===== src/rtl/mc_ctrl.sv =====
`default_nettype none
// ============================================================================
// Module      : mc_ctrl
// Description : Multi-cycle MIPS control unit. It latches the fetched
//               instruction into IR and sequences a shared datapath (one
//               memory, one ALU) through FETCH / DECODE / execute states.
//               All datapath controls are decoded from the current state and
//               IR. The only exception is the write enables, which are also
//               held low while reset is asserted.
//
// Ports
//   clk      in   system clock, rising edge
//   reset    in   synchronous active-high; forces FETCH and clears IR
//   instr    in   [31:0] memory read data, captured when irWrite=1
//   zero     in   ALU zero flag, used for beq
//   aluOp    out  [3:0] SLL=0 OR=1 ADD=2 LUI=3 SUB=4 XOR=6
//   shamt    out  [4:0] IR[10:6]
//   aluSrcA  out  0=PC, 1=rs
//   aluSrcB  out  [2:0] 0=rt 1=4 2=sext 3=zext 4=sext<<2
//   irWrite  out  load IR from instr
//   pcEn     out  PC enable (branch condition folded in)
//   pcSrc    out  [1:0] 0=aluRes 1=aluOut 2=jump target 3=rs
//   regWrite out  register file write enable
//   regDst   out  [1:0] 0=rt 1=rd 2=$31
//   memToReg out  [1:0] 0=aluOut 1=MDR 2=PC
//   memWrite out  data memory write enable
//   illegal  out  one-cycle pulse in DECODE for an unsupported encoding
//   state    out  [3:0] current state
//
// Revision    : 1.0 - initial release
// ============================================================================
module mc_ctrl #(
    parameter logic [3:0] RESET_STATE = 4'd0
) (
    input  logic        clk,
    input  logic        reset,
    input  logic [31:0] instr,
    input  logic        zero,
    output logic [3:0]  aluOp,
    output logic [4:0]  shamt,
    output logic        aluSrcA,
    output logic [2:0]  aluSrcB,
    output logic        irWrite,
    output logic        pcEn,
    output logic [1:0]  pcSrc,
    output logic        regWrite,
    output logic [1:0]  regDst,
    output logic [1:0]  memToReg,
    output logic        memWrite,
    output logic        illegal,
    output logic [3:0]  state
);

    typedef enum logic [3:0] {
        S_FETCH  = 4'd0,
        S_DECODE = 4'd1,
        S_MEMADR = 4'd2,
        S_MEMRD  = 4'd3,
        S_MEMWB  = 4'd4,
        S_MEMWR  = 4'd5,
        S_EXEC   = 4'd6,
        S_ALUWB  = 4'd7,
        S_BRANCH = 4'd8,
        S_JUMP   = 4'd9,
        S_JR     = 4'd10
    } state_t;

    localparam logic [3:0] c_ALU_SLL = 4'd0;
    localparam logic [3:0] c_ALU_OR  = 4'd1;
    localparam logic [3:0] c_ALU_ADD = 4'd2;
    localparam logic [3:0] c_ALU_LUI = 4'd3;
    localparam logic [3:0] c_ALU_SUB = 4'd4;
    localparam logic [3:0] c_ALU_XOR = 4'd6;

    state_t      r_state;
    logic [31:0] r_ir;

    // Instruction fields
    logic [5:0] w_op;
    logic [5:0] w_funct;
    assign w_op    = r_ir[31:26];
    assign w_funct = r_ir[5:0];

    // Register/target fields are consumed by the datapath's own decode,
    // not by this controller.
    logic w_unused_ir;
    assign w_unused_ir = ^r_ir[25:11];

    // Instruction class decode
    logic w_rtype, w_r_alu, w_jr, w_lw, w_sw, w_ori, w_lui, w_addiu;
    logic w_beq, w_j, w_jal;
    logic [3:0] w_r_op;

    assign w_rtype = (w_op == 6'b000000);
    assign w_jr    = w_rtype && (w_funct == 6'b001000);
    assign w_lw    = (w_op == 6'b100011);
    assign w_sw    = (w_op == 6'b101011);
    assign w_ori   = (w_op == 6'b001101);
    assign w_lui   = (w_op == 6'b001111);
    assign w_addiu = (w_op == 6'b001001);
    assign w_beq   = (w_op == 6'b000100);
    assign w_j     = (w_op == 6'b000010);
    assign w_jal   = (w_op == 6'b000011);

    always_comb begin
        w_r_alu = 1'b1;
        w_r_op  = c_ALU_ADD;
        case (w_funct)
            6'b100000, 6'b100001: w_r_op = c_ALU_ADD;
            6'b100010, 6'b100011: w_r_op = c_ALU_SUB;
            6'b100101:            w_r_op = c_ALU_OR;
            6'b100110:            w_r_op = c_ALU_XOR;
            6'b000000:            w_r_op = c_ALU_SLL;
            default:              w_r_alu = 1'b0;
        endcase
        w_r_alu = w_r_alu && w_rtype;
    end

    // Selects and ALU op shared by EXEC and ALUWB so the result stays stable
    // across the write-back cycle.
    logic [3:0] w_exec_op;
    logic       w_exec_a;
    logic [2:0] w_exec_b;

    always_comb begin
        w_exec_op = c_ALU_ADD;
        w_exec_a  = 1'b1;
        w_exec_b  = 3'd0;
        if (w_r_alu) begin
            w_exec_op = w_r_op;
        end else if (w_ori) begin
            w_exec_op = c_ALU_OR;
            w_exec_b  = 3'd3;
        end else if (w_lui) begin
            w_exec_op = c_ALU_LUI;
            w_exec_b  = 3'd3;
        end else if (w_addiu) begin
            w_exec_op = c_ALU_ADD;
            w_exec_b  = 3'd2;
        end
    end

    // State-decoded controls, before reset gating of the enables
    logic   w_ir_write, w_pc_en, w_reg_write, w_mem_write, w_illegal;
    state_t w_next;

    always_comb begin
        aluOp       = c_ALU_ADD;
        aluSrcA     = 1'b0;
        aluSrcB     = 3'd0;
        pcSrc       = 2'd0;
        regDst      = 2'd0;
        memToReg    = 2'd0;
        w_ir_write  = 1'b0;
        w_pc_en     = 1'b0;
        w_reg_write = 1'b0;
        w_mem_write = 1'b0;
        w_illegal   = 1'b0;
        w_next      = S_FETCH;
        case (r_state)
            S_FETCH: begin
                aluSrcB    = 3'd1;
                w_ir_write = 1'b1;
                w_pc_en    = 1'b1;
                w_next     = S_DECODE;
            end
            S_DECODE: begin
                // Speculatively compute the branch target into aluOut.
                aluSrcB = 3'd4;
                if (w_lw || w_sw)
                    w_next = S_MEMADR;
                else if (w_r_alu || w_ori || w_lui || w_addiu)
                    w_next = S_EXEC;
                else if (w_beq)
                    w_next = S_BRANCH;
                else if (w_j || w_jal)
                    w_next = S_JUMP;
                else if (w_jr)
                    w_next = S_JR;
                else
                    w_illegal = 1'b1;
            end
            S_MEMADR: begin
                aluSrcA = 1'b1;
                aluSrcB = 3'd2;
                w_next  = w_lw ? S_MEMRD : S_MEMWR;
            end
            S_MEMRD: begin
                w_next = S_MEMWB;
            end
            S_MEMWB: begin
                w_reg_write = 1'b1;
                memToReg    = 2'd1;
            end
            S_MEMWR: begin
                w_mem_write = 1'b1;
            end
            S_EXEC: begin
                aluOp   = w_exec_op;
                aluSrcA = w_exec_a;
                aluSrcB = w_exec_b;
                w_next  = S_ALUWB;
            end
            S_ALUWB: begin
                aluOp       = w_exec_op;
                aluSrcA     = w_exec_a;
                aluSrcB     = w_exec_b;
                w_reg_write = 1'b1;
                regDst      = w_rtype ? 2'd1 : 2'd0;
            end
            S_BRANCH: begin
                aluSrcA = 1'b1;
                aluOp   = c_ALU_SUB;
                pcSrc   = 2'd1;
                w_pc_en = zero;
            end
            S_JUMP: begin
                pcSrc   = 2'd2;
                w_pc_en = 1'b1;
                // PC already holds jal+4 here, which becomes the link value.
                if (w_jal) begin
                    w_reg_write = 1'b1;
                    regDst      = 2'd2;
                    memToReg    = 2'd2;
                end
            end
            S_JR: begin
                pcSrc   = 2'd3;
                w_pc_en = 1'b1;
            end
            default: begin
                w_next = S_FETCH;
            end
        endcase
    end

    // Enables are suppressed while reset is held so nothing is written.
    assign irWrite  = w_ir_write  & ~reset;
    assign pcEn     = w_pc_en     & ~reset;
    assign regWrite = w_reg_write & ~reset;
    assign memWrite = w_mem_write & ~reset;
    assign illegal  = w_illegal   & ~reset;
    assign shamt    = r_ir[10:6];
    assign state    = r_state;

    always_ff @(posedge clk) begin
        if (reset) begin
            r_state <= state_t'(RESET_STATE);
            r_ir    <= 32'd0;
        end else begin
            if (w_ir_write)
                r_ir <= instr;
            r_state <= w_next;
        end
    end

endmodule
`default_nettype wire

===== config.mk =====
export PLATFORM = sky130hd
export DESIGN_NAME = mc_ctrl
export DESIGN_NICKNAME = d
export VERILOG_FILES = /design/src/rtl/mc_ctrl.sv
export SDC_FILE = /design/constraint.sdc
export NUM_CORES = 1
export LEC_CHECK = 0
export BUFFER_PORTS_ARGS = -buffer_cell sky130_fd_sc_hd__buf_2
export CAP_MARGIN = 5
export CORE_MARGIN = 2
export CORE_UTILIZATION = 40
export DETAILED_ROUTE_END_ITERATION = 8
export PLACE_DENSITY = 0.74
export SYNTH_ARGS = -nofsm -noshare
export SYNTH_HDL_FRONTEND = slang
export SYNTH_SLANG_ARGS = --single-unit

===== constraint.sdc =====
create_clock -name clk -period 2.2 [get_ports clk]
set_clock_uncertainty 0.05 [all_clocks]
set_input_delay 0.44 -clock clk [delete_from_list [all_inputs] [get_ports clk]]
set_output_delay 0.44 -clock clk [all_outputs]
set_load 0.01 [all_outputs]

## Word-level counts from Yosys, hierarchy flattened

Index checks and enable logic that the tools add are counted.
W data, S select, Z words.

- Bits in latches: 0
- Register bits: 36
- Memories: 0
- RAM bits: 0
- Word-level logic and storage cells: 84
- Memory bits (read-only): 0
- Bits of input ports: 35

- Order comparisons: 0
- Multiply operators: 0
- Muxes and demuxes: 35
- Divide/modulo/power cells: 0
- Reductions and logical operators: 16
- Add/subtract/negate cells: 0
- Bitwise gates (word level): 6
- Equal/unequal tests: 25
- Shifts and indexed selects: 0

Operator list:

| operator | number |
|---|---|
| $eq A6 B6 Y1 const B | 8 |
| $eq A6 B4 Y1 const B | 4 |
| $mux W4 | 6 |
| $pmux W3 S4 | 2 |
| $pmux W4 S5 | 1 |
| $eq A4 B3 Y1 const B | 4 |
| $mux W1 | 13 |
| $eq A4 B4 Y1 const B | 3 |
| $eq A6 B2 Y1 const B | 2 |
| $logic_not A6 Y1 | 2 |
| $mux W2 | 6 |
| $eq A4 B2 Y1 const B | 2 |
| $pmux W2 S2 | 2 |
| $pmux W4 S2 | 1 |
| $reduce_or A7 Y1 | 1 |
| $eq A6 B3 Y1 const B | 1 |
| $pmux W2 S3 | 1 |
| $reduce_or A2 Y1 | 3 |
| $and A1 B1 Y1 | 5 |
| $logic_or A1 B1 Y1 | 5 |
| $eq A4 B1 Y1 const B | 1 |
| $logic_not A4 Y1 | 1 |
| $pmux W1 S2 | 2 |
| $reduce_or A4 Y1 | 1 |
| other kinds (4) | 5 |

## Logic depth before layout (Yosys ltp)

- Depth in word-level cells: 11
- Gate-level depth with buffers: 6
- Mapped depth without buffers: 5

## Least setup slack after synthesis

No wires, ideal clock.

- Kind: register to output
- From: reg r_ir[29]
- To: out regWrite
- Stages on the path, launching flop included: 6
- Path slack: -0.037 ns
- Data arrival time: 1.747 ns
- Cells stage by stage: dfxtp_1 -> or3_4 -> or3_1 -> nor3_1 -> a31oi_1 -> nor2_1

- Word-level cells in the longest chain between the ends: 4

Ends and longest elaborated chain:

| what | line | RTL |
|---|---|---|
| start, declared | 76 | `logic [31:0] r_ir;` |
| start signal, assigned | 252 | `r_ir <= instr;` |
| $eq A6 B2 Y1 | 103 | `assign w_jal = (w_op == 6'b000011);` |
| $mux W1 | 221 | `if (w_jal) begin` |
| $pmux W1 S2 | 160 | `case (r_state)` |
| $and A1 B1 Y1 | 240 | `assign regWrite = w_reg_write & ~reset;` |
| end, declared | 46 | `output logic regWrite,` |

No other way between the ends.

## Worst setup path in the final report

- From: reg r_ir[29]
- To: out aluOp[0]

- Word-level cells in the longest chain between the ends: 5

Ends and longest elaborated chain:

| what | line | RTL |
|---|---|---|
| $eq A6 B4 Y1 | 99 | `assign w_lui = (w_op == 6'b001111);` |
| $mux W1 | 134 | `end else if (w_lui) begin` |
| $mux W2 | 131 | `end else if (w_ori) begin` |
| $mux W4 * | 129 | `if (w_r_alu) begin` |
| $pmux W4 S2 * | 160 |  |
| end, declared | 39 | `output logic [3:0] aluOp,` |

Mark *: on every way between the ends. The rest lies on a longest branch, timed or not.

==> metrics.md <==
| Metric | Value |
|---|---|
| CORE AREA | 3003 um^2 |
| Worst-path cell chain | or3_4, nor4_4, nand2_2, or4_4, a21oi_2, buf_2 |
| Cells after DPL | 255 |
| Critical Path Fanout Max | 2 |
| CTS Buf Count | 3 |
| Primary FF master, synth | dfxtp_1 |
| Final hold violations | 0 |
| Pwr Total | 0.001210 W |
| FP Rows | 20 |
| Netlist cell types | 37 |
| Clock root cell | clkbuf_4 |
| Hold-fix buffer count after cts | 0 |
| Hold WC Path Type | in2reg |
| Register-to-Register Path Depth | 5 |
| CP endpoint kind | primary output |
| Failing checks | setup timing |
| Pin count of the biggest net entering global routing | 25 |
| Clk buf depth | 2 |
| Period utilization | 115.3% |
| Initial Utilization | 41.58% |
| Fraction of final layout cells sized beyond drive strength 1 | 37.28% |
| P per Cell Area | 739.0 nW/um^2 |
| Post-DP HPWL | 2279 um |
| Yosys warnings | 0 |
| Fin worst setup slack | -0.3363 ns |
| Async SR Flop Fraction | 0% |
| Largest family of logic cells by synthesized area | simple AND/OR/NAND/NOR gates |
| R2r endpoint | state[0]$_SDFF_PP0_ |
| Pre-CTS setup slack | -0.009961 ns |
| R2R setup slack | 0.31 ns |
| Simple-Gate Fraction of Synth Area | 38.68% |
| Non-filler cells, final | 261 |
| Clk slew on worst S/H paths | 0.11 ns |
| Hold path cells | 3 |
| Commonest non-fill, non-tap cell in the layout | buf_2 |
| Critical Path AT | 2.05 ns |
| Final slew viol count | 0 |
| Area share of xor/xnor cells in the synthesized design | 0.7014% |
| Gr ovfl total | 0 |
| 1st-pass router iterations | 4 |
| Post-Route Utilization | 54.54% |
| Setup Viol. Count Final | 7 |
| Worst-Margin Slew | 0.5169 ns |
| Status | finished, violations left |
| Initial antenna violation count | 0 |
| RR Startpoint | r_ir[29]$_SDFFE_PP0P_ |
| Post-synthesis cell count | 178 |
| VDD IR max | 357.1 uV |
| Clock Latency Late Sink | 0.30 ns |
| Compound-Gate Fraction of Synth Area | 18.04% |
| Die area | 3584 um^2 |
| Tmin final | 2.536 ns |
| Boundary Pins | 63 |
| Post-Synth Adder-Cell Area | 0% |
| DR WL/cell | 11.67 um |
| H-tree levels | 1 |
| Commonest cells after routing, fill and taps aside | buf_2 (46), nand2_1 (42), a21oi_1 (21) |
| Rel. slew slack | 65.23% |
| CP max stage cell | or4_4 |
| Post-synthesis register bit count | 21 |
| Post-synthesis mux area share | 0% |
| Final wirelength | 3045 um |
| Crit path launch type | flip-flop |
| Via count | 1,376 |
| Vias in the first global route | 1,197 |
| Final Net Count | 264 |
| # diodes | 0 |
| Via density | 5.272 |
| Post-synthesis sequential area ratio | 33.67% |
| RSZ-0062 raised after global routing | yes |
| CTS Sinks | 21 |
| Synthesized area per cell | 7.015 um^2 |
| Min-Delay Startpoint | instr[28] |
| Mapped cell area | 1249 um^2 |
| Fmax | 0.3943 GHz |
| GP Congestion | 0.8240 |
| Post-route DRC | 0 |
| CP required | 1.71 ns |
| CTS tree | built |
| Post-synth EDFFs | 0 |
| Net Count, Synth | 213 |
| Die Span Y | 59.87 um |
| Die X-Extent | 59.87 um |
| Starting DRT DRC Count | 37 |
| Port Buffers | 46 |
| P_leak | 0.7651 nW |
| Hold Path End | r_ir[28]$_SDFFE_PP0P_ |
| First-pass GRT wire length | 5181 um |
| # Max-Cap Violations | 0 |
| Area grow syn2layout | 31.16% |
| GRT Total Usage | 18.91% |
| Max stage delay on crit path | 0.48 ns |
| CP Class | reg2out |
| Detail Route Antenna Nets | 0 |
==> kinds of logic (layout without fill, tap and decap cells) <==
logic type,Yosys count,in the layout
AND/OR/NAND/NOR,95,95
AO/OA/AOI/OAI,38,38
buffers and inverters,22,72
flip-flops,21,21
other,1,1
XOR/XNOR,1,1
==> how the worst max path moves through the flow <==
stage	slack, ns	cells after the start	to	start
floorplan	0.04	5	aluOp[0]	r_ir[29]$_SDFFE_PP0P_
global placement	0.004	6	aluOp[0]	r_ir[29]$_SDFFE_PP0P_
detailed placement	-0.01	6	aluOp[0]	r_ir[29]$_SDFFE_PP0P_
CTS	-0.36	6	aluOp[0]	r_ir[29]$_SDFFE_PP0P_
global route	-0.42	6	aluOp[0]	r_ir[29]$_SDFFE_PP0P_
finish	-0.34	6	aluOp[0]	r_ir[29]$_SDFFE_PP0P_
==> synthesized netlist by cell type, types with 2 or more instances <==
cell / instances / area, um^2
a21oi_1: 21 / 105.1
nor2_1: 15 / 56.30
nand2_1: 42 / 157.7
nor2b_1: 5 / 31.28
a31oi_1: 4 / 25.02
clkbuf_1: 11 / 41.29
inv_1: 3 / 11.26
nand4_1: 2 / 12.51
nor3_1: 6 / 30.03
nor4_1: 3 / 18.77
o21ai_0: 4 / 20.02
buf_4: 6 / 45.04
and4_1: 2 / 17.52
or3_1: 5 / 31.28
nand2b_1: 3 / 18.77
nand3_1: 4 / 20.02
dfxtp_1: 21 / 420.4
buf_2: 2 / 10.01
==> registers in the layout, summed over array words and instances, names as in the netlist <==
register  cells
state         4
r_ir         17
==> power by group <==
group / internal, W / switching, W / total, W
logic: 0.000242 / 0.000298 / 0.000539
registers: 0.000438 / 0.0000535 / 0.000491
clock network: 0.0000706 / 0.000109 / 0.000180
==> what timing repair did <==
| action | in CTS | in global routing |
|---|---|---|
| pin swaps | 5 | 0 |
| gates resized for setup | 7 | 4 |
| setup endpoints to repair | 10 | 12 |
| setup buffers | 2 | 0 |
==> critical path: cells and delay by family, from the launching register on <==
kind | cells | cell delay (ns)
AND/OR/NAND/NOR | 4 | 1.13
flip-flops | 1 | 0.34
AO/OA/AOI/OAI | 1 | 0.14
buffers and inverters | 1 | 0.13
==> routing by layer <==
metal,GRT usage (%),part of all wire (%),up-vias
li1,-,-,712
met1,24.14,47,618
met2,29.66,45,40
met3,3.463,5.3,6
met4,10.79,2.2,0
met5,0,0,-
==> area by class of cell <==
class	count	area [um^2]
Timing Repair Buffer	65	372.9
Sequential cell	21	425.4
Fill cell	305	1365
Clock buffer	4	26.28
Inverter	3	11.26
Multi-Input combinational cell	135	760.7
Tap cell	33	41.29
==> per-stage QoR <==
stage | setup TNS, ns | cell area [um^2] | hold WS [ns]
after floorplan | 0 | 1254 | 0.3867
after global placement | 0 | 1556 | 0.3919
after global routing | -2.621 | 1638 | 0.3107
final | -1.574 | 1638 | 0.3084
after CTS | -1.666 | 1623 | 0.2984
after detailed placement | -0.009961 | 1556 | 0.3940
No activity file was read; power rests on OpenSTA's default activity.
